==> config.mk <==
export PLATFORM = sky130hd
export DESIGN_NAME = bridge_reg_responder_flat
export DESIGN_NICKNAME = d
export VERILOG_FILES = /design/src/rtl/bridge_reg_responder_pkg.sv /design/src/rtl/bridge_reg_responder_if.sv /design/src/rtl/bridge_reg_responder_addr_decode.sv /design/src/rtl/bridge_reg_responder.sv /design/src/flat_wrapper.sv
export SDC_FILE = /design/constraint.sdc
export NUM_CORES = 1
export LEC_CHECK = 0
export CORE_AREA = 4 4 245 247
export CTS_BUF_LIST = sky130_fd_sc_hd__clkbuf_8
export DETAILED_ROUTE_END_ITERATION = 6
export DIE_AREA = 0 0 249 251
export PLACE_DENSITY = 0.52
export SYNTH_ARGS = -nofsm -noshare
export SYNTH_HDL_FRONTEND = slang
export SYNTH_SLANG_ARGS = --single-unit
==> constraint.sdc <==
create_clock -name clk -period 4.1 [get_ports clk]
set_input_delay 0.615 -clock clk [delete_from_list [all_inputs] [get_ports clk]]
set_output_delay 0.615 -clock clk [all_outputs]
set_load 0.1 [all_outputs]
==> src/rtl/bridge_reg_responder_pkg.sv <==
// pocket: shared bridge types and window decode helper for bridge leaves
package pocket;
    typedef logic [31:0] bridge_addr_t;
    typedef logic [31:0] bridge_data_t;
    localparam int BRIDGE_WORD_LSB = 2;
    function automatic logic bridge_in_window(bridge_addr_t a, bridge_addr_t base, int idx_w);
        bridge_addr_t m;
        m = '1 << (idx_w + BRIDGE_WORD_LSB);
        return ((a ^ base) & m) == '0;
    endfunction
endpackage

==> src/rtl/bridge_reg_responder_if.sv <==
// bridge_if: pocket bridge access signals between an initiator and a leaf responder
interface bridge_if;
    import pocket::*;
    bridge_addr_t addr;
    bridge_data_t wr_data;
    bridge_data_t rd_data;
    logic wr;
    logic rd;
    modport master (output addr, wr_data, wr, rd, input rd_data);
    modport slave (input addr, wr_data, wr, rd, output rd_data);
endinterface

==> src/rtl/bridge_reg_responder_addr_decode.sv <==
// bridge_addr_decode: combinational window hit and word index for a bridge leaf
module bridge_addr_decode
    import pocket::*;
#(
    parameter bridge_addr_t BASE_ADDR = '0,
    parameter int NUM_REGS = 8,
    localparam int IDX_W = $clog2(NUM_REGS)
) (
    input  bridge_addr_t     addr,
    output logic             hit,
    output logic [IDX_W-1:0] idx
);
    assign hit = bridge_in_window(addr, BASE_ADDR, IDX_W);
    assign idx = addr[IDX_W+BRIDGE_WORD_LSB-1:BRIDGE_WORD_LSB];
endmodule

==> src/rtl/bridge_reg_responder.sv <==
// bridge_reg_responder: bridge leaf exposing control, live status and sticky W1C registers
module bridge_reg_responder
    import pocket::*;
#(
    parameter bridge_addr_t BASE_ADDR = '0,
    parameter int NUM_REGS = 8,
    parameter logic [NUM_REGS-1:0] RO_MASK = '0,
    parameter logic [NUM_REGS-1:0] STICKY_MASK = '0
) (
    input  logic                clk,
    input  logic                reset,
    bridge_if.slave             bridge,
    output bridge_data_t        ctrl_out [NUM_REGS],
    input  bridge_data_t        status_in [NUM_REGS],
    output logic [NUM_REGS-1:0] wr_pulse,
    output logic [NUM_REGS-1:0] rd_pulse
);
    localparam int IDX_W = $clog2(NUM_REGS);
    logic hit;
    logic [IDX_W-1:0] idx;
    logic [NUM_REGS-1:0] wr_sel, rd_sel;
    bridge_data_t sticky [NUM_REGS];
    bridge_data_t value [NUM_REGS];
    bridge_addr_decode #(.BASE_ADDR(BASE_ADDR), .NUM_REGS(NUM_REGS)) u_dec (
        .addr(bridge.addr),
        .hit (hit),
        .idx (idx)
    );
    assign wr_sel = (bridge.wr && hit) ? NUM_REGS'(1) << idx : '0;
    assign rd_sel = (bridge.rd && hit) ? NUM_REGS'(1) << idx : '0;
    always_comb begin
        for (int i = 0; i < NUM_REGS; i++)
            value[i] = RO_MASK[i] ? (STICKY_MASK[i] ? sticky[i] : status_in[i]) : ctrl_out[i];
    end
    always_ff @(posedge clk) begin
        if (reset) begin
            for (int i = 0; i < NUM_REGS; i++) begin
                ctrl_out[i] <= '0;
                sticky[i] <= '0;
            end
            bridge.rd_data <= '0;
            wr_pulse <= '0;
            rd_pulse <= '0;
        end else begin
            for (int i = 0; i < NUM_REGS; i++) begin
                if (!RO_MASK[i] && wr_sel[i]) ctrl_out[i] <= bridge.wr_data;
                sticky[i] <= (RO_MASK[i] && STICKY_MASK[i]) ?
                    ((sticky[i] & ~(wr_sel[i] ? bridge.wr_data : '0)) | status_in[i]) : '0;
            end
            wr_pulse <= wr_sel;
            rd_pulse <= rd_sel;
            if (bridge.rd) bridge.rd_data <= hit ? value[idx] : '0;
        end
    end
endmodule

==> src/flat_wrapper.sv <==
// flat-port wrapper written by rule: the top's interface ports become plain ports
module bridge_reg_responder_flat import pocket::*;
#(
    parameter bridge_addr_t BASE_ADDR = '0,
    parameter int NUM_REGS = 8,
    parameter logic [NUM_REGS-1:0] RO_MASK = '0,
    parameter logic [NUM_REGS-1:0] STICKY_MASK = '0
)
  (clk, reset, ctrl_out, status_in, wr_pulse, rd_pulse, bridge_addr, bridge_wr_data, bridge_wr, bridge_rd, bridge_rd_data);
  bridge_if bridge_i ();
  input  logic clk;
  input  logic reset;
  output bridge_data_t ctrl_out[NUM_REGS];
  input  bridge_data_t status_in[NUM_REGS];
  output logic [NUM_REGS-1:0] wr_pulse;
  output logic [NUM_REGS-1:0] rd_pulse;
  input wire logic [$bits(bridge_i.addr)-1:0] bridge_addr;
  input wire logic [$bits(bridge_i.wr_data)-1:0] bridge_wr_data;
  input wire logic [$bits(bridge_i.wr)-1:0] bridge_wr;
  input wire logic [$bits(bridge_i.rd)-1:0] bridge_rd;
  output wire logic [$bits(bridge_i.rd_data)-1:0] bridge_rd_data;
  assign bridge_i.addr = bridge_addr;
  assign bridge_i.wr_data = bridge_wr_data;
  assign bridge_i.wr = bridge_wr;
  assign bridge_i.rd = bridge_rd;
  assign bridge_rd_data = bridge_i.rd_data;
  bridge_reg_responder #(.BASE_ADDR(BASE_ADDR), .NUM_REGS(NUM_REGS), .RO_MASK(RO_MASK), .STICKY_MASK(STICKY_MASK)) u_core (.clk(clk), .reset(reset), .bridge(bridge_i), .ctrl_out(ctrl_out), .status_in(status_in), .wr_pulse(wr_pulse), .rd_pulse(rd_pulse));
endmodule
Yosys cells after proc, flatten, opt, wreduce, memory -nomap -nowiden
Cells that the tools add are included.

Output and inout bits: 304. Flip-flop bits (word level): 304. Input port bits: 324.

Shift operators: 1. Magnitude comparators: 1. Bitwise gates (word level): 2. Multiplexer cells: 5. Reduce and logical (&&, ||, !) cells: 4.

Operator list (count): $bmux W32 S3 (1); $mux W32 (3); $logic_not A32 Y1 (1); $mux W8 (1); $shl A1 B3 Y8 const A (1); $ge A4 B4 Y1 const B (1); $not A3 Y4 (1); $logic_and A1 B1 Y1 (2); $reduce_or A2 Y1 (1); $not A1 Y1 (1).

Depth between registers and ports, before layout
Depth in word-level cells: 5. Depth in mapped cells: 8. Mapped depth without buffers: 4.

Modules after synthesis
From an unflattened synthesis, not the netlist that was laid out.

Cell total of the unflattened synthesis: 1630. Area total of the unflattened synthesis: 12901.1 um^2.

By module, submodules not included: bridge_reg_responder (cells an instance 1617, instances 1, area an instance 12814.8 um^2, seq. area each 6085.8 um^2); bridge_addr_decode (cells an instance 13, instances 1, area an instance 86.3 um^2, seq. area each 0.0 um^2).

Least setup slack after synthesis
Ideal clock, no wire load.

Kind: input port to flip-flop. Start point: input port bridge_addr[22]. End point: register u_core.ctrl_out[150] (netlist bit). Data arrival time: 2.210 ns. Library setup time: 0.132 ns. Required time: 3.968 ns. Setup slack: 1.758 ns. Stages: 6. Cell sequence: or4_1 -> buf_4 -> or4_4 -> buf_6 -> o21ai_1 -> a21oi_1.

Longest elaborated chain between the ends: 3.

RTL lines: start: declaration (RTL line flat_wrapper.sv:17) `input wire logic [$bits(bridge_i.addr)-1:0] bridge_addr;`; $logic_not A32 Y1 (RTL line bridge_reg_responder_pkg.sv:9) `return ((a ^ base) & m) == '0;`; $logic_and A1 B1 Y1 (RTL line bridge_reg_responder.sv:29) `assign wr_sel = (bridge.wr && hit) ? NUM_REGS'(1) << idx : '0;`; $mux W8 (RTL line bridge_reg_responder.sv:29); end signal: indexed assignment (RTL line bridge_reg_responder.sv:46) `if (!RO_MASK[i] && wr_sel[i]) ctrl_out[i] <= bridge.wr_data;`; end: declaration (RTL line bridge_reg_responder.sv:13) `output bridge_data_t ctrl_out [NUM_REGS],`.

Every way passes these cells. A chain may end at the register's enable or synchronous reset.

Worst setup path in the final report
Start point: register u_core.ctrl_out[1] (netlist bit). End point: output port ctrl_out[1] (netlist bit).

RTL lines: end: declaration (RTL line flat_wrapper.sv:13) `output bridge_data_t ctrl_out[NUM_REGS];`.

No word-level cell between the ends.

==> flow_summary.yaml <==
run_status:
  outcome: "finished, final reports clean"
setup_path:
  critical_path_arrival_ns: 2.31
  critPathTopFamily: "buffers and inverters"
  worstSetupStartpointType: "flop"
  worst-path-max-fanout: 3
  end_kind: "output port"
  crit_path_cell_trace: "clkdlybuf4s50_1"
  crit_slowest_cell: "sky130_fd_sc_hd__clkdlybuf4s50_1"
  crit_buf_inv: 1
  criticalPathCategory: "flop to output port"
  crit_path_max_incr_delay_ns: 1.29
  required_ns: 3.48
logic_synthesis:
  synth_compound_gate_area_share_pct: 20.0
  synth_flop_cell: "sky130_fd_sc_hd__dfxtp_1"
  cell_types_occupying_the_most_area_after_synthesis: "sky130_fd_sc_hd__dfxtp_1 44%, sky130_fd_sc_hd__a21oi_1 10%, sky130_fd_sc_hd__mux4_2 10%"
  synth.lib_cells_used.distinct: 32
  syn_avg_cell_area_um2: 8.92
  synth_xor_area_share_pct: 0
  synth-simple-area-share_pct: 15.9
  synth-seq-cells: 304
  ys_warn_count: 0
  seq_area_frac_synth_pct: 44.2
  synth-edff-count: 0
  async_flop_share_pct: 0
  area_fraction_of_the_dominant_cell_type_after_synthesis_pct: 44.2
  post_synth_fa_ha_maj_area_fraction_pct: 0
  syn_nets: 1867
  yosys-mux-area-fraction_pct: 13.0
  postSynthCellCount: 1543
  synth_top_area_cell: "sky130_fd_sc_hd__dfxtp_1"
  mappedNetlistArea_um2: 13800
  main_combinational_cell_family_by_area_after_synthesis: "compound AO/OA/AOI/OAI gates"
sta:
  fin_skew_ns: 0.0176
  maxClockFrequency_mhz: 342
  finalWorstPathRequiredPeriod_ns: 2.92
  fin_hold_ws_ns: 0.471
  hold_violations: 0
  slew_viol_final: 0
  timing.setup.tns_ns: 0
  setup_viol: 0
  grt_setup_unrepaired: "no"
  worstMarginPinSlew_ns: 1.18
  timing.max_slew.rel_slack_pct: 21.1
  finalCritPeriodShare_pct: 71.3
route:
  routed_via_density: 5.30
  drt_first_iter_violations: 1297
  wl_per_instance_um: 23.9
  detail-route-antenna-nets: 0
  vias: 13773
  drt_wl_total_mm: 62.2
  dr.pass1.iters: 5
  drc_errors: 0
die:
  floorplan.die_area_um2: 62500
  core.rowCount: 88
  die_h_um: 251
  die_width_um: 249
  ioPinCount: 628
  initial_core_util_pct: 23.9
  design.core.area_um2: 57600
power_and_ir_drop:
  largest_vdd_supply_drop_uv: 200
  powerDensity_nw_per_um2: 322
  static-leakage-power_nw: 5.89
placement:
  dpl.hpwl_mm: 39.7
  gp_congestion: 0.756
  placed_cells: 2503
  placement.cell_area_um2: 17900
  input_output_buffers: 369
clocking:
  clkSlewWorstSetupHoldPaths_ns: 0.06
  clock_latency_ns: 0.63
  clock-root-buffer: "sky130_fd_sc_hd__clkbuf_8"
  cts.sinks: 304
  max_root_sink_buffers: 3
  post_cts_resized: 0
  hold_buffers: 0
  cts_tree: "done"
  number_of_buffers_added_by_the_clock_tree_synthesis_step: 57
  postCtsSetupRepairBufs: 0
  cts_htree_levels: 2
grt:
  grt_antenna_before_repair: 0
  groute.usage.overall_pct: 18.7
  first_global_vias: 13393
  grt_first_pass_wirelength_mm: 91.1
  maximum_number_of_pins_on_one_net_before_global_route_repair: 176
  global_route.overflow_total: 0
job:
  max_cap_violations: 0
worst_hold_path:
  holdCritPathClass: "flop to flop"
cells_and_area:
  fillCellCount: 5939
  final-instance-count-excl-fill: 2599
  final_util_pct: 32.9
  area_growth_pct: 37.9
  antenna_cells_inserted: 0
  fraction_of_final_layout_cells_sized_beyond_drive_strength_1_pct: 12.9
  nets: 2121
  finalInstanceArea_um2: 19000
  final_common_cell: "sky130_fd_sc_hd__clkdlybuf4s50_1"
  layout_common_cells: "362 x sky130_fd_sc_hd__clkdlybuf4s50_1, 304 x sky130_fd_sc_hd__dfxtp_1, 288 x sky130_fd_sc_hd__a21oi_1"
==> kinds of logic after synthesis <==
kind of cell | after synthesis
buf+inv | 211
simple gates | 385
mux | 97
compound gates | 546
flops | 304
==> synth_stat cells, types with 2 or more instances <==
library cell               number
sky130_fd_sc_hd__buf_6         13
sky130_fd_sc_hd__o21ai_1      114
sky130_fd_sc_hd__nor4_2         2
sky130_fd_sc_hd__nand2b_1      35
sky130_fd_sc_hd__dfxtp_1      304
sky130_fd_sc_hd__nor4_1        11
sky130_fd_sc_hd__a21oi_1      288
sky130_fd_sc_hd__mux4_2        62
sky130_fd_sc_hd__clkbuf_1     125
sky130_fd_sc_hd__nand2_1        3
sky130_fd_sc_hd__nor3_1         2
sky130_fd_sc_hd__or4_1          2
sky130_fd_sc_hd__nor4_4         4
sky130_fd_sc_hd__buf_1         37
sky130_fd_sc_hd__buf_2         35
sky130_fd_sc_hd__and4_1         5
sky130_fd_sc_hd__nand4_1       40
sky130_fd_sc_hd__nor2_1         9
sky130_fd_sc_hd__nand3_1      256
sky130_fd_sc_hd__o21ai_2        5
sky130_fd_sc_hd__or4_4          5
sky130_fd_sc_hd__o22ai_1        2
sky130_fd_sc_hd__mux2_2        35
sky130_fd_sc_hd__nand4b_1       3
sky130_fd_sc_hd__nor4bb_1       3
sky130_fd_sc_hd__o21ai_0      137
==> through the flow <==
step	total power, mW	setup slack, ns
6_report	6.11	1.18
5_1_grt	6.33	1.10
4_1_cts	6.20	1.11
3_5_place_dp	3.31	0.627
3_3_place_gp	3.31	0.681
2_1_floorplan	3.18	1.76
==> final cells by class <==
| type | count | area (um^2) | area share (%) |
|---|---|---|---|
| clock buffers | 67 | 922 | 4.86 |
| flip-flops and latches | 304 | 6090 | 32.1 |
| repair buffers | 406 | 4090 | 21.6 |
| multi-input cells | 1028 | 6750 | 35.6 |
| clock inverters | 29 | 161 | 0.851 |
| well taps | 765 | 957 | 5.05 |
==> sequential cells by signal (all words and copies together), names as in the netlist <==
| name | cells |
|---|---|
| u_core.bridge.rd_data | 32 |
| u_core.ctrl_out | 256 |
| u_core.rd_pulse | 8 |
| u_core.wr_pulse | 8 |
==> metal layers <==
metal	wire, um	track usage (%)	up-vias
met5	0	0	-
met4	2070	6.72	0
met3	4630	3.88	120
met2	30200	31.5	713
met1	25300	24.0	6747
li1	-	-	6193
==> final timing paths <==
check                           slack [ns]                                     end  cells after the start                                    from
worst max-delay path                  1.18                             ctrl_out[1]                      1         u_core.ctrl_out[1]$_SDFFE_PP0P_
worst min register to register        0.47  u_core.bridge.rd_data[26]$_SDFFE_PP0P_                      2  u_core.bridge.rd_data[26]$_SDFFE_PP0P_
worst min-delay path                  0.47  u_core.bridge.rd_data[26]$_SDFFE_PP0P_                      2  u_core.bridge.rd_data[26]$_SDFFE_PP0P_
worst max register to register        2.61  u_core.bridge.rd_data[30]$_SDFFE_PP0P_                      4        u_core.ctrl_out[62]$_SDFFE_PP0P_
==> power by group <==
| part | total, mW | switching [mW] | leakage, nW | internal [mW] |
|---|---|---|---|---|
| registers | 2.96 | 0.00000000181 | 2.45 | 2.96 |
| logic | 0.292 | 0.187 | 2.81 | 0.105 |
| clock network | 2.86 | 1.33 | 0.634 | 1.53 |
| total | 6.11 | 1.51 | 5.89 | 4.59 |
No activity file was read; power rests on OpenSTA's default activity.
==> variant 1 (same settings) <==
Register the output `wr_pulse` once more; this adds one clock of latency there. The other outputs are not delayed to match.
--- a/src/rtl/bridge_reg_responder.sv
+++ b/src/rtl/bridge_reg_responder.sv
@@ -16,6 +16,8 @@
     output logic [NUM_REGS-1:0] rd_pulse
 );
     localparam int IDX_W = $clog2(NUM_REGS);
+
+    logic [NUM_REGS-1:0] wr_pulse_s0;
     logic hit;
     logic [IDX_W-1:0] idx;
     logic [NUM_REGS-1:0] wr_sel, rd_sel;
@@ -39,7 +41,7 @@
                 sticky[i] <= '0;
             end
             bridge.rd_data <= '0;
-            wr_pulse <= '0;
+            wr_pulse_s0 <= '0;
             rd_pulse <= '0;
         end else begin
             for (int i = 0; i < NUM_REGS; i++) begin
@@ -47,10 +49,14 @@
                 sticky[i] <= (RO_MASK[i] && STICKY_MASK[i]) ?
                     ((sticky[i] & ~(wr_sel[i] ? bridge.wr_data : '0)) | status_in[i]) : '0;
             end
-            wr_pulse <= wr_sel;
+            wr_pulse_s0 <= wr_sel;
             rd_pulse <= rd_sel;
             if (bridge.rd) bridge.rd_data <= hit ? value[idx] : '0;
         end
     end
+    always_ff @(posedge clk) begin
+        wr_pulse <= wr_pulse_s0;
+    end
+
 endmodule
 
Behaviour: not the same (Yosys sat finds a counterexample within 4 cycles, from zero or initial values and one cycle with reset high).
==> variant 1 against the original RTL <==
- sequential cell count up 8
- worst hold slack worse by 0.14 ns
- setup slack better by 0.063 ns
- wire length down 1.9%
- core utilization up 0.37 points
- power up 4.7%
- synthesized cell count up 0.58%
- final area up 1.1%
- largest power group is now the clock network
- synthesized area up 1.4%
- combinational power down 2%
- cell count up 0.77%
- critical path depth unchanged
- sequential share of layout area up 0.48 points
==> variant 1: results (changes against the original RTL) <==
Clocking
The number of clock buffers inserted by TritonCTS came to 59 (+3.5%). The number of levels the H-tree was split into is 2 (unchanged). The latest clock arrival within the worst-skew pair is 0.66 ns (+0.03 ns). The number of gates given a new drive strength after cts is 0 (unchanged).

GRT
The overall overflow remaining after global route is 0 (unchanged). The initial antenna violation count is 2 (+2). The first-pass GRT wire length was 90700 microns (-0.40%). The largest net degree at the start of global routing is 154 (-13%). The via count of the first global-routing pass is 13584 (+1.4%). The overall global routing resource usage is 18.5% (-0.24 points).

Synthesis
The portion of the post-synthesis area used by sequential elements is 44.8% (+0.55 points). The number of synthesis warnings is 0 (unchanged). The mux contribution to synthesized area is 12.8% (-0.19 points).

The unique cell type count in the Yosys netlist is 32 (unchanged). By area the synthesized netlist is led by dfxtp_1, a21oi_1, mux4_2. After synthesis, the most frequently instantiated cells are dfxtp_1, a21oi_1, nand3_1. The net count of the mapped netlist was 1876 (+0.48%). The area fraction in compound gates after synthesis is 19.7% (-0.30 points).

Layout
The net count reported at finish is 2130 (+0.42%). The fill cell instance count of the final layout is 5895 (-0.74%). The share of post-route cells with drive strength above 1 is 13.3% (+0.36 points).

Place
The routability congestion estimate from global placement came to 0.760 (+0.46%). The total half-perimeter wirelength after legalization and detailed placement came to 39500 microns (-0.40%).

Route
The final wirelength is 61000 microns (-1.9%). The number of violations reported at the end of detailed-routing iteration 0 is 1248 (-3.8%). The average vias per placed instance is 5.26 (-0.79%).

The number of detailed-route iterations in the first pass came to 5 (unchanged).

Run status
The run finished with clean final reports.

Critical path
The largest fanout of any net on the critical path is 2 (-1). The worst stage delay on the critical path is 1.17 ns (-0.12 ns). The arrival time of the worst setup path is 2.25 ns (-0.06 ns).

Min path
The worst hold path depth is 0 (-2).

Pwr
The peak supply drop is 0.238 mV (+19%). The cell leakage power is 0.00602 uW (+2.1%).

Timing
The worst clock skew on the final layout is 0.0340 ns (+0.0164 ns). The headroom to the max-slew limit is 25.1% (+4.0 points).
==> variant 1: cells by family (layout without fill, tap and decap cells) <==
kind of cell | count (synthesis) | in the layout
buffers and inverters | 212 | 512
AO/OA/AOI/OAI | 546 | 546
flip-flops | 312 | 312
other | 0 | 2
AND/OR/NAND/NOR | 385 | 385
multiplexers | 97 | 97
==> variant 1: area by class of cell <==
| class | instances | share of cell area (%) |
|---|---|---|
| diodes | 2 | 0.0261 |
| multi-input cells | 1028 | 35.1 |
| well taps | 765 | 4.99 |
| flip-flops and latches | 312 | 32.6 |
| repair buffers | 405 | 21.2 |
| clock buffers | 69 | 4.95 |
| clock inverters | 38 | 1.20 |
==> variant 1: stage by stage <==
stage               area [sq um]  hold slack, ns  cells  worst slack [ns]
finish                     19200           0.334   2619              1.24
CTS                        19200           0.334   2617              1.17
detailed placement         18000           0.316   2510             0.708
global placement           18000           0.317   2510             0.760
global route               19200           0.337   2619              1.15
floorplan                  13900           0.310   1552              1.75
==> variant 1: metal layers <==
layer	share of wire, %	wire length, microns	track usage [%]	up-vias
li1	-	-	-	6218
met1	41	24900	23.7	6794
met2	49	29700	31.1	660
met3	8.0	4890	4.60	98
met4	2.5	1530	5.45	0
met5	0	0	0	-
==> variant 1: path summary, 6_finish.rpt <==
path | startpoint | slack, ns | end
min reg2reg | u_core.wr_pulse_s0[1] | 0.33 | u_core.wr_pulse[1]
max | u_core.bridge.rd_data[9] | 1.24 | bridge_rd_data[9]
min | u_core.wr_pulse_s0[1] | 0.33 | u_core.wr_pulse[1]
max reg2reg | u_core.ctrl_out[12] | 2.64 | u_core.bridge.rd_data[12]
==> variant 1: power breakdown <==
group | switching, uW | internal, uW
registers | 0.00000180 | 3030
clock network | 1420 | 1660
logic | 182 | 105
==> variant 2 (same settings) <==
Without the edit above. Change the package constant `BRIDGE_WORD_LSB` from 2 to 4.
--- a/src/rtl/bridge_reg_responder_pkg.sv
+++ b/src/rtl/bridge_reg_responder_pkg.sv
@@ -2,7 +2,7 @@
 package pocket;
     typedef logic [31:0] bridge_addr_t;
     typedef logic [31:0] bridge_data_t;
-    localparam int BRIDGE_WORD_LSB = 2;
+    localparam int BRIDGE_WORD_LSB = 4;
     function automatic logic bridge_in_window(bridge_addr_t a, bridge_addr_t base, int idx_w);
         bridge_addr_t m;
         m = '1 << (idx_w + BRIDGE_WORD_LSB);
Formal check against the unedited RTL: not equivalent (a bounded check fails within 4 cycles, from zero or initial values and one cycle with reset high).
==> variant 2 against the original RTL <==
- setup slack improved by 0.040 ns
- power is 1.9% higher
- wire length shrank 0.61%
- fmax grew 1.4%
- global-route usage decreased by 0.15 points
- synthesized cell count decreased by 2.6%
- sequential cell count unchanged
- register-to-register slack improved by 0.13 ns
- clock power rose by 3%
- final area fell by 0.57%
- critical endpoint is now ctrl_out[150]
- synthesized area down 0.90%
- clock skew is 0.0015 ns lower
- count of clock-buffer cells in the layout grew 7
==> variant 2: results (changes against the original RTL) <==
Critical path
The worst stage delay on the critical path is 1.26 ns (-0.03 ns). The arrival time of the worst setup path is 2.27 ns (-0.04 ns). In this run the critical register-to-register path is captured at u_core.bridge.rd_data[5]. The critical path starts at u_core.ctrl_out[150].

Place
The total half-perimeter wirelength after legalization and detailed placement is 39800 microns (+0.14%). The total cell area at the placement stage was 17700 sq um (-0.94%). The port buffer count came to 367 (-0.54%).

Route
The detailed-routing wirelength on met1 is 25900 microns (+2.5%). The met3 wire length is 5870 microns (+27%). The average vias per placed instance is 5.38 (+1.5%). The final wirelength is 61800 microns (-0.61%).

The number of violations reported at the end of detailed-routing iteration 0 is 1445 (+11%).

Run status
The flow ran to the end, and the final reports show no timing, DRC or antenna violations.

Synthesis
The portion of the post-synthesis area used by sequential elements is 44.6% (+0.40 points). The net count of the mapped netlist was 1827 (-2.1%). The count of mapped cells out of synthesis is 1503 (-2.6%). Ranked by instance count, the synthesized netlist is headed by dfxtp_1, a21oi_1, nand3_1.

GRT
The met1 global-route usage is 25.2% (+1.2 points). The via count of the first global-routing pass is 13390 (-0.022%). The global-route track usage on met2 is 28.9% (-2.6 points). The overall global routing resource usage is 18.6% (-0.15 points).

Pwr
The cell leakage power is 0.00583 uW (-0.98%).

Clocking
The number of clock buffers inserted by TritonCTS came to 56 (-1.8%).

Timing
The headroom to the max-slew limit was 19.0% (-2.1 points).

Min path
The worst hold path begins at reset.
## variant 2: layout make-up
type / instances / area [sq um]
Timing Repair Buffer: 405 / 4060
Multi-Input combinational cell: 990 / 6620
Inverter: 1 / 3.75
Fill cell: 5843 / 38700
Antenna cell: 2 / 5.00
Clock inverter: 26 / 121
Tap cell: 765 / 957
Sequential cell: 304 / 6090
Clock buffer: 74 / 1020
## variant 2: logic make-up (layout without fill, tap and decap cells)
| logic type | after synthesis | after routing | share of synthesized area [%] |
|---|---|---|---|
| simple gates | 350 | 350 | 14.5 |
| compound gates | 544 | 544 | 21.0 |
| buf+inv | 209 | 506 | 6.95 |
| other cells | 0 | 2 | 0 |
| flops | 304 | 304 | 44.6 |
| mux | 96 | 96 | 12.9 |
## variant 2: report_power, final
group	internal (uW)	switching, uW	leakage, uW	total, uW
sequential	2950	0.00000667	0.00245	2950
clock	1610	1350	0.000652	2960
combinational	107	201	0.00273	308
